--- src/rtl/time_dmr_retry_scheduler.sv ---
// Issue controller for a time-DMR start/end pair: assigns IDs, keeps
// in-flight payloads, re-issues on needs_retry and frees IDs on completion.
module time_dmr_retry_scheduler #(
  parameter type         DataType   = logic [7:0],
  parameter int unsigned IDSize     = 4,
  parameter int unsigned MaxRetries = 3
) (
  input  logic              clk_i,
  input  logic              rst_ni,
  input  logic              enable_i,
  input  DataType           data_i,
  input  logic              valid_i,
  output logic              ready_o,
  output DataType           data_o,
  output logic [IDSize-1:0] id_o,
  output logic              valid_o,
  input  logic              ready_i,
  input  logic              fb_valid_i,
  input  logic [IDSize-1:0] fb_id_i,
  input  logic              fb_retry_i,
  output logic              drop_o,
  output logic [IDSize-1:0] drop_id_o,
  output logic              spurious_o,
  output logic              busy_o
);

  localparam int unsigned Depth = 2 ** IDSize;
  localparam int unsigned CntW  = $clog2(MaxRetries + 1);

  typedef enum logic [1:0] {
    IDLE,
    HOLD_NEW,
    HOLD_RETRY
  } state_e;

  state_e            state_q;
  logic              mode_q;
  DataType           slot_data_q;
  logic [IDSize-1:0] slot_id_q;
  logic              drop_q;
  logic [IDSize-1:0] drop_id_q;
  logic              spur_q;

  logic [Depth-1:0]  busy_q;
  DataType           tbl_data_q [Depth];
  logic [CntW-1:0]   cnt_q [Depth];
  logic [IDSize-1:0] ptr_q;

  logic [IDSize-1:0] rq_q [Depth];
  logic [IDSize-1:0] rq_rd_q;
  logic [IDSize-1:0] rq_wr_q;
  logic [IDSize:0]   rq_cnt_q;

  logic              slot_free;
  logic              rq_empty;
  logic              new_rdy;
  logic              pop;
  logic              accept;
  logic              fb_act;
  logic              fb_hit;
  logic [CntW-1:0]   fb_cnt;
  logic              at_max;
  logic              push;
  logic              fb_free;
  logic              fb_drop;
  logic [IDSize-1:0] rq_head;

  assign slot_free = (state_q == IDLE) | ready_i;
  assign rq_empty  = (rq_cnt_q == '0);
  assign new_rdy   = slot_free & rq_empty & ~busy_q[ptr_q];
  assign pop       = mode_q & slot_free & ~rq_empty;
  assign accept    = mode_q & new_rdy & valid_i;
  assign rq_head   = rq_q[rq_rd_q];

  assign fb_act  = mode_q & fb_valid_i;
  assign fb_hit  = fb_act & busy_q[fb_id_i];
  assign fb_cnt  = cnt_q[fb_id_i];
  assign at_max  = (fb_cnt == CntW'(MaxRetries));
  assign push    = fb_hit & fb_retry_i & ~at_max;
  assign fb_drop = fb_hit & fb_retry_i & at_max;
  assign fb_free = fb_hit & (~fb_retry_i | at_max);

  assign ready_o    = mode_q ? new_rdy : ready_i;
  assign valid_o    = mode_q ? (state_q != IDLE) : valid_i;
  assign data_o     = mode_q ? slot_data_q : data_i;
  assign id_o       = mode_q ? slot_id_q : '0;
  assign busy_o     = mode_q ? ((|busy_q) | (state_q != IDLE)) : valid_i;
  assign drop_o     = drop_q;
  assign drop_id_o  = drop_id_q;
  assign spurious_o = spur_q;

  always_ff @(posedge clk_i or negedge rst_ni) begin
    if (!rst_ni) begin
      state_q     <= IDLE;
      mode_q      <= 1'b0;
      slot_data_q <= '0;
      slot_id_q   <= '0;
      drop_q      <= 1'b0;
      drop_id_q   <= '0;
      spur_q      <= 1'b0;
    end else begin
      // Mode only switches when nothing is in flight
      if (state_q == IDLE && busy_q == '0) begin
        mode_q <= enable_i;
      end
      spur_q <= fb_act & ~busy_q[fb_id_i];
      drop_q <= fb_drop;
      if (fb_drop) begin
        drop_id_q <= fb_id_i;
      end
      if (mode_q) begin
        if (pop) begin
          state_q     <= HOLD_RETRY;
          slot_data_q <= tbl_data_q[rq_head];
          slot_id_q   <= rq_head;
        end else if (accept) begin
          state_q     <= HOLD_NEW;
          slot_data_q <= data_i;
          slot_id_q   <= ptr_q;
        end else if (ready_i) begin
          state_q <= IDLE;
        end
      end
    end
  end

  always_ff @(posedge clk_i or negedge rst_ni) begin
    if (!rst_ni) begin
      busy_q <= '0;
      ptr_q  <= '0;
      for (int i = 0; i < Depth; i++) begin
        tbl_data_q[i] <= '0;
        cnt_q[i]      <= '0;
      end
    end else begin
      if (accept) begin
        busy_q[ptr_q]     <= 1'b1;
        tbl_data_q[ptr_q] <= data_i;
        cnt_q[ptr_q]      <= '0;
        ptr_q             <= ptr_q + IDSize'(1);
      end
      // Feedback targets a busy ID, allocation a free one: never the same entry
      if (fb_free) begin
        busy_q[fb_id_i] <= 1'b0;
        cnt_q[fb_id_i]  <= '0;
      end else if (push) begin
        cnt_q[fb_id_i] <= fb_cnt + CntW'(1);
      end
    end
  end

  always_ff @(posedge clk_i or negedge rst_ni) begin
    if (!rst_ni) begin
      rq_rd_q  <= '0;
      rq_wr_q  <= '0;
      rq_cnt_q <= '0;
      for (int i = 0; i < Depth; i++) begin
        rq_q[i] <= '0;
      end
    end else begin
      if (push) begin
        rq_q[rq_wr_q] <= fb_id_i;
        rq_wr_q       <= rq_wr_q + IDSize'(1);
      end
      if (pop) begin
        rq_rd_q <= rq_rd_q + IDSize'(1);
      end
      rq_cnt_q <= rq_cnt_q + (IDSize + 1)'(push) - (IDSize + 1)'(pop);
    end
  end

endmodule

--- config.mk ---
export PLATFORM = sky130hd
export DESIGN_NAME = time_dmr_retry_scheduler
export DESIGN_NICKNAME = d
export VERILOG_FILES = /design/src/rtl/time_dmr_retry_scheduler.sv
export SDC_FILE = /design/constraint.sdc
export NUM_CORES = 1
export LEC_CHECK = 0
export ABC_AREA = 1
export BUFFER_PORTS_ARGS = -buffer_cell sky130_fd_sc_hd__clkbuf_2
export CORE_ASPECT_RATIO = 1.4
export CORE_MARGIN = 1.5
export CORE_UTILIZATION = 50
export DETAILED_ROUTE_END_ITERATION = 12
export PLACE_DENSITY_LB_ADDON = 0.05
export SYNTH_ARGS = -nofsm -noshare
export SYNTH_HDL_FRONTEND = slang
export SYNTH_SLANG_ARGS = --single-unit
--- constraint.sdc ---
create_clock -name clk_i -period 3.87 [get_ports clk_i]
set_input_delay 0.387 -clock clk_i [delete_from_list [all_inputs] [get_ports clk_i]]
set_output_delay 0.387 -clock clk_i [all_outputs]
set_load 0.02 [all_outputs]
* Yosys cells after proc, flatten, opt, wreduce, memory -nomap -nowiden
Index checks and enable logic that the tools add are counted.
** Storage, ports and cells
- Register bits after elaboration :: 278
- Input port bits :: 19
- Output and inout port bits :: 21
** Cells by class
- $add $sub $neg :: 6
- $lt $le $gt $ge :: 12
- Equal/unequal tests :: 1
- Multiplexer cells :: 45
- Bitwise logic cells :: 33
- Reduce and logical (&&, ||, !) cells :: 15
** Operator list (count)
- 128-bit bitwise mux :: 1
- 32-bit two-way mux :: 3
- 32-bit AND :: 2
- 64-bit bitwise mux :: 1
- 32-bit NOT :: 2
- 8-bit two-way mux :: 6
- 8-bit binary-select mux with 4-bit select :: 1
- 32-bit bitwise mux :: 1
- 8-bit demux with 4-bit select :: 1
- 16-bit two-way mux :: 2
- 5-bit >= comparator (second input constant) :: 5
- 4-bit NOT with 5-bit output :: 5
- 4-bit two-way mux :: 6
- 16-bit AND :: 1
- 4-bit binary-select mux with 4-bit select :: 1
- 2-bit demux with 4-bit select :: 2
- 4-bit demux with 4-bit select :: 1
- 16-bit logical NOT :: 1
- 16-bit NOT :: 1
- 16-bit bitwise OR :: 1
- 16-bit OR reduction :: 1
- 5-bit by 1-bit less-than comparator with 1-bit output (second input constant) :: 3
- 2-bit two-way mux :: 7
- 1-bit AND :: 13
- 19 further kinds :: 44

* Logic depth before layout (Yosys ltp)
- Depth in word-level cells :: 11
- Depth in mapped cells :: 22
- Gate-level depth less buffers :: 19

* Least setup slack after synthesis
Ideal clock, no wire load.
- Kind :: input-to-reg
- Start point :: input port fb_id_i[1]
- End point :: register rq_cnt_q[4]
- Setup time :: 0.079 ns
- Arrival :: 3.563 ns
- Path slack :: 0.228 ns
- Stages on the path :: 22
- Buffers on the path :: 3
- Cells stage by stage :: inv_2 nor2_4 buf_6 inv_1 o22ai_1 o21ai_0 nand2_1 nor2_2 inv_1 ha_1 nor2_1 nand3_4 buf_12 buf_8 ha_1 inv_1 ha_1 fa_1 a21oi_1 nor2_1 nor2_1 xor2_1
** On the way
- Word-level cells in the longest chain between the ends :: 9
- Elaborated cells between the ends (all ways) :: 13
** RTL lines
- start, declared :: line 19 : input logic [IDSize-1:0] fb_id_i,
- 4-bit NOT with 5-bit output (implied by the code) :: line 77 : assign fb_cnt = cnt_q[fb_id_i];
- 2-bit binary-select mux with 4-bit select :: line 77
- 2-bit two-way mux (implied by the code) (2 in a row) :: line 77
- 2-bit equality test :: line 78 : assign at_max = (fb_cnt == CntW'(MaxRetries));
- 1-bit NOT :: line 79 : assign push = fb_hit & fb_retry_i & ~at_max;
- 1-bit AND (*) :: line 79
- 5-bit by 1-bit adder with 5-bit output (*) :: line 168 : rq_cnt_q <= rq_cnt_q + (IDSize + 1)'(push) - (IDSize + 1)'(pop);
- 5-bit by 1-bit subtractor with 5-bit output (*) :: line 168
- end signal, assigned :: line 168
- end, declared :: line 52 : logic [IDSize:0] rq_cnt_q;
Mark *: on every way between the ends. The rest lies on a longest branch, timed or not. The select of a mux whose other input is x is not followed.
A chain may end at the register's enable or synchronous reset.

* Worst setup path in the final report
- Start point :: register rq_rd_q[1]
- End point :: register slot_data_q[1] in the netlist's numbering
** On the way
- Word-level cells in the longest chain between the ends :: 9
** RTL lines
- start, declared :: line 50 : logic [IDSize-1:0] rq_rd_q;
- start signal, assigned :: line 166 : rq_rd_q <= rq_rd_q + IDSize'(1);
- 4-bit NOT with 5-bit output (implied by the code) :: line 73 : assign rq_head = rq_q[rq_rd_q];
- 4-bit binary-select mux with 4-bit select :: line 73
- 4-bit two-way mux (implied by the code) (2 in a row) :: line 73
- 4-bit NOT with 5-bit output (implied by the code) :: line 114 : slot_data_q <= tbl_data_q[rq_head];
- 8-bit binary-select mux with 4-bit select :: line 114
- 8-bit two-way mux (implied by the code) (2 in a row) :: line 114
- 8-bit two-way mux :: line 112 : if (pop) begin
- end signal, assigned :: line 114
- end signal, assigned :: line 118 : slot_data_q <= data_i;
- end, declared :: line 38 : DataType slot_data_q;
Every way passes these cells. The select of a mux whose other input is x is not followed.

==> impl_metrics.env <==
export IMPL_hold_path_end="mode_q"
export IMPL_final_setup_skew_ps=31.7
export IMPL_synthToLayoutAreaGrowth_pct=10.8
export IMPL_grt_setup_unrepaired="no"
export IMPL_final_min_period_over_clock_period_pct=82.3
export IMPL_placed_cell_area_sq_um=14800
export IMPL_grtUsageTotal_pct=27.5
export IMPL_finalNetCount=1861
export IMPL_grt_first_pass_wirelength_mm=64.8
export IMPL_minimum_hold_slack_ps=67.1
export IMPL_power_density_nw_per_um2=776
export IMPL_leading_post_synthesis_cells_by_cell_area="sky130_fd_sc_hd__dfrtp_1, sky130_fd_sc_hd__nand2_1, sky130_fd_sc_hd__o21ai_0"
export IMPL_p_int_uw=7070
export IMPL_place_port_buffers=39
export IMPL_post_route_cells_drive_above_1_share_pct=9.47
export IMPL_endpoint_type_of_the_worst_setup_path="flop"
export IMPL_mappedNetlistArea_sq_um=14300
export IMPL_synth_warning_count=0
export IMPL_run_status="completed"
export IMPL_syn_num_nets=1849
export IMPL_cts_htree_levels=1
export IMPL_hold_depth=3
export IMPL_clkSlewWorstSetupHoldPaths_ps=60
export IMPL_die_height_um=203
export IMPL_clock_sinks=278
export IMPL_gr_total_overflow=0
export IMPL_hold_viol_final=0
export IMPL_max_cap_violations=0
export IMPL_route_met3_wl_mm=2.04
export IMPL_setup_viol=0
export IMPL_die_area_sq_um=29700
export IMPL_antenna_diode_count=0
export IMPL_drc=0
export IMPL_grt_max_degree=116
export IMPL_synthCells=1813
export IMPL_dr_pass1_iters=5
export IMPL_min_tclk_post_route_ps=3190
export IMPL_final_setup_tns_ps=0
export IMPL_crit_top_cell="sky130_fd_sc_hd__nand3_1"
export IMPL_worst_r2r_cell_count=12
export IMPL_grt_antenna_before_repair=0
export IMPL_regToRegStartpoint="rq_rd_q[1]"
export IMPL_initial_utilization_pct=50.6
export IMPL_design_portCount=40
export IMPL_first_global_vias=11600
export IMPL_place_detailed_hpwl_mm=26.8
export IMPL_finalMaxSlewViolations=0
export IMPL_insertion_delay_ps=590
export IMPL_detailroute_via_count=12000
export IMPL_combinationalPowerShare_pct=43.0
export IMPL_criticalPathCategory="reg2reg"
export IMPL_worst_ir_drop_vdd_mv=0.408
export IMPL_largest_fanout_on_the_critical_path=33
export IMPL_clock_power_share_pct=24.2
export IMPL_cellLeakagePower_uw=0.00764
export IMPL_drt_first_iter_violations=935
export IMPL_tritoncts="done"
export IMPL_tritoncts_num_buffers=29
export IMPL_design_power_total_uw=12300
export IMPL_holdCritStartpoint="enable_i"
export IMPL_layout_cell_area_non_filler_sq_um=15900
export IMPL_synth_area_leader_cell="sky130_fd_sc_hd__dfrtp_1"
export IMPL_timing_reg2reg_setup_slack_ps=680
export IMPL_worst_case_headroom_to_the_max_slew_limit_pct=37.7
export IMPL_worst_hold_path_type="in2reg"
export IMPL_seq_power_share_pct=32.8
export IMPL_yosys_cell_types_count=41
export IMPL_postSynthRegisterBits=278
export IMPL_worst_ep_required_time_ps=4390
export IMPL_avgRoutedWirePerCell_um=18.0
export IMPL_cts_root_buf="sky130_fd_sc_hd__clkbuf_16"
export IMPL_netlist_area_leader_share_pct=48.6
export IMPL_crit_slowest_cell="sky130_fd_sc_hd__inv_1"
export IMPL_core_rowCount=73
export IMPL_routabilityCongestion=0.920
export IMPL_die_width_um=146
export IMPL_ant_nets=0
export IMPL_cts_path_max_buffers=3
export IMPL_viasPerCell=5.41
export IMPL_crit_path_max_incr_delay_ps=660
export IMPL_r2r_end="slot_data_q[1]"
export IMPL_p_sw_share_pct=42.6
export IMPL_slew_worst_pin_ps=934
export IMPL_drt_total_wl_mm=39.9
export IMPL_max_freq_mhz=314
export IMPL_synth_avg_cell_area_sq_um=7.90
export IMPL_core_region_area_sq_um=28300
export IMPL_switching_power_uw=5240
export IMPL_timing_critical_path_arrival_ps=3710
export IMPL_crit_path_cell_trace="inv_1 > nor2_1 > o21ai_0 > nand3_1 > nand3_1 > nand2_1 > inv_1 > buf_4 > nand3_1 > nand3_1 > nand3_1 > nand3_1"
export IMPL_start_kind="flop"
export IMPL_wl_met2_mm=19.1
export IMPL_cts_resized_gates=0
export IMPL_top_signal_layer_used="met4"
export IMPL_m1WireLength_mm=17.5
export IMPL_seq_area_frac_synth_pct=48.6
## flip-flops by register name (all words and copies together) (netlist names), 2 cells and up
register	count
busy_q	16
rq_cnt_q	5
rq_wr_q	4
tbl_data_q	128
cnt_q	32
slot_id_q	4
drop_id_o	4
rq_q	64
rq_rd_q	4
state_q	2
ptr_q	4
slot_data_q	8
## per-stage QoR
step                std cells  util (%)  setup WS (ps)
floorplan                1813         -            228
detailed placement       2168      52.4            283
global route             2222      56.0            427
global placement         2168      52.4            415
finish                   2222      56.0            684
CTS                      2222      56.0            702
## synthesized netlist by cell type (all sizes together)
master,count
o211ai,9
nand4,5
o21a,1
nor2,166
o221ai,5
dfrtp,278
fa,1
clkbuf,35
o21ai,271
nand2,440
xor2,12
a21oi,40
o22ai,9
a22o,2
ha,16
buf,48
nand3,171
a22oi,14
clkinv,1
xnor2,1
nor3,3
inv,225
nor4,3
nand3b,57
## worst max-delay path, delay by kind of cell (launching register included)
family          cells  cell delay [ps]
buf+inv             3             1180
compound gates      1              170
simple gates        8             1190
flops               1              560
## power groups by stage
stage               Clock, uW  Sequential (uW)  Combinational (uW)
global placement            0             4060                5240
global route             3130             4120                5990
finish                   2980             4040                5300
floorplan                   0             3920                3880
detailed placement          0             4070                5280
CTS                      3030             4030                5310
## how the worst max path moves through the flow
stage | from | end | slack [ps] | cells after the start
finish | rq_rd_q[1] | slot_data_q[1] | 680 | 12
CTS | rq_rd_q[1] | slot_data_q[1] | 700 | 12
global placement | fb_id_i[0] | rq_cnt_q[4] | 420 | 20
global route | rq_rd_q[1] | slot_data_q[3] | 430 | 12
detailed placement | fb_id_i[0] | rq_cnt_q[4] | 280 | 20
floorplan | fb_id_i[1] | rq_cnt_q[4] | 230 | 22
## cell usage in the layout (no fill, tap or decap), drive strengths merged
master | synthesis | final
nand2 | 440 | 440
dfrtp | 278 | 278
o21ai | 271 | 271
inv | 225 | 226
nand3 | 171 | 171
nor2 | 166 | 166
clkbuf | 35 | 80
nand3b | 57 | 57
a21oi | 40 | 40
buf | 48 | 25
ha | 16 | 16
a22oi | 14 | 14
xor2 | 12 | 12
o22ai | 9 | 9
o211ai | 9 | 9
clkinv | 1 | 7
o221ai | 5 | 5
nand4 | 5 | 5
nor4 | 3 | 3
bufinv | 0 | 3
nor3 | 3 | 3
a22o | 2 | 2
o21a | 1 | 1
xnor2 | 1 | 1
fa | 1 | 1
clkinvlp | 0 | 1
dlygate4sd3 | 0 | 1
## cell type report
class                      count  area, sq um
timing repair buffer          64          458
sequential                   278         6960
tap                          375          469
multi-input combinational   1226         6110
inverter                     226          851
fill                        2742        12400
clock inverter                11          151
clock buffer                  42          865
## routing by layer
metal  global-route usage (%)  up-vias
met2                     46.2      311
met1                     37.0     5760
met5                        0        -
met3                     3.38       74
met4                     9.56        0
li1                         -     5874
## timing repair
item                                   CTS  global route
buffers inserted                         0             0
hold buffers                             1             0
endpoints found under the hold margin  112             0
## cells by family after synthesis
group           share of synthesized area (%)
simple gates                             27.2
fa+ha+maj                                1.54
xor+xnor                                0.795
buf+inv                                  8.84
compound gates                           13.1
flops                                    48.6
Power figures use the tool's default switching activity.
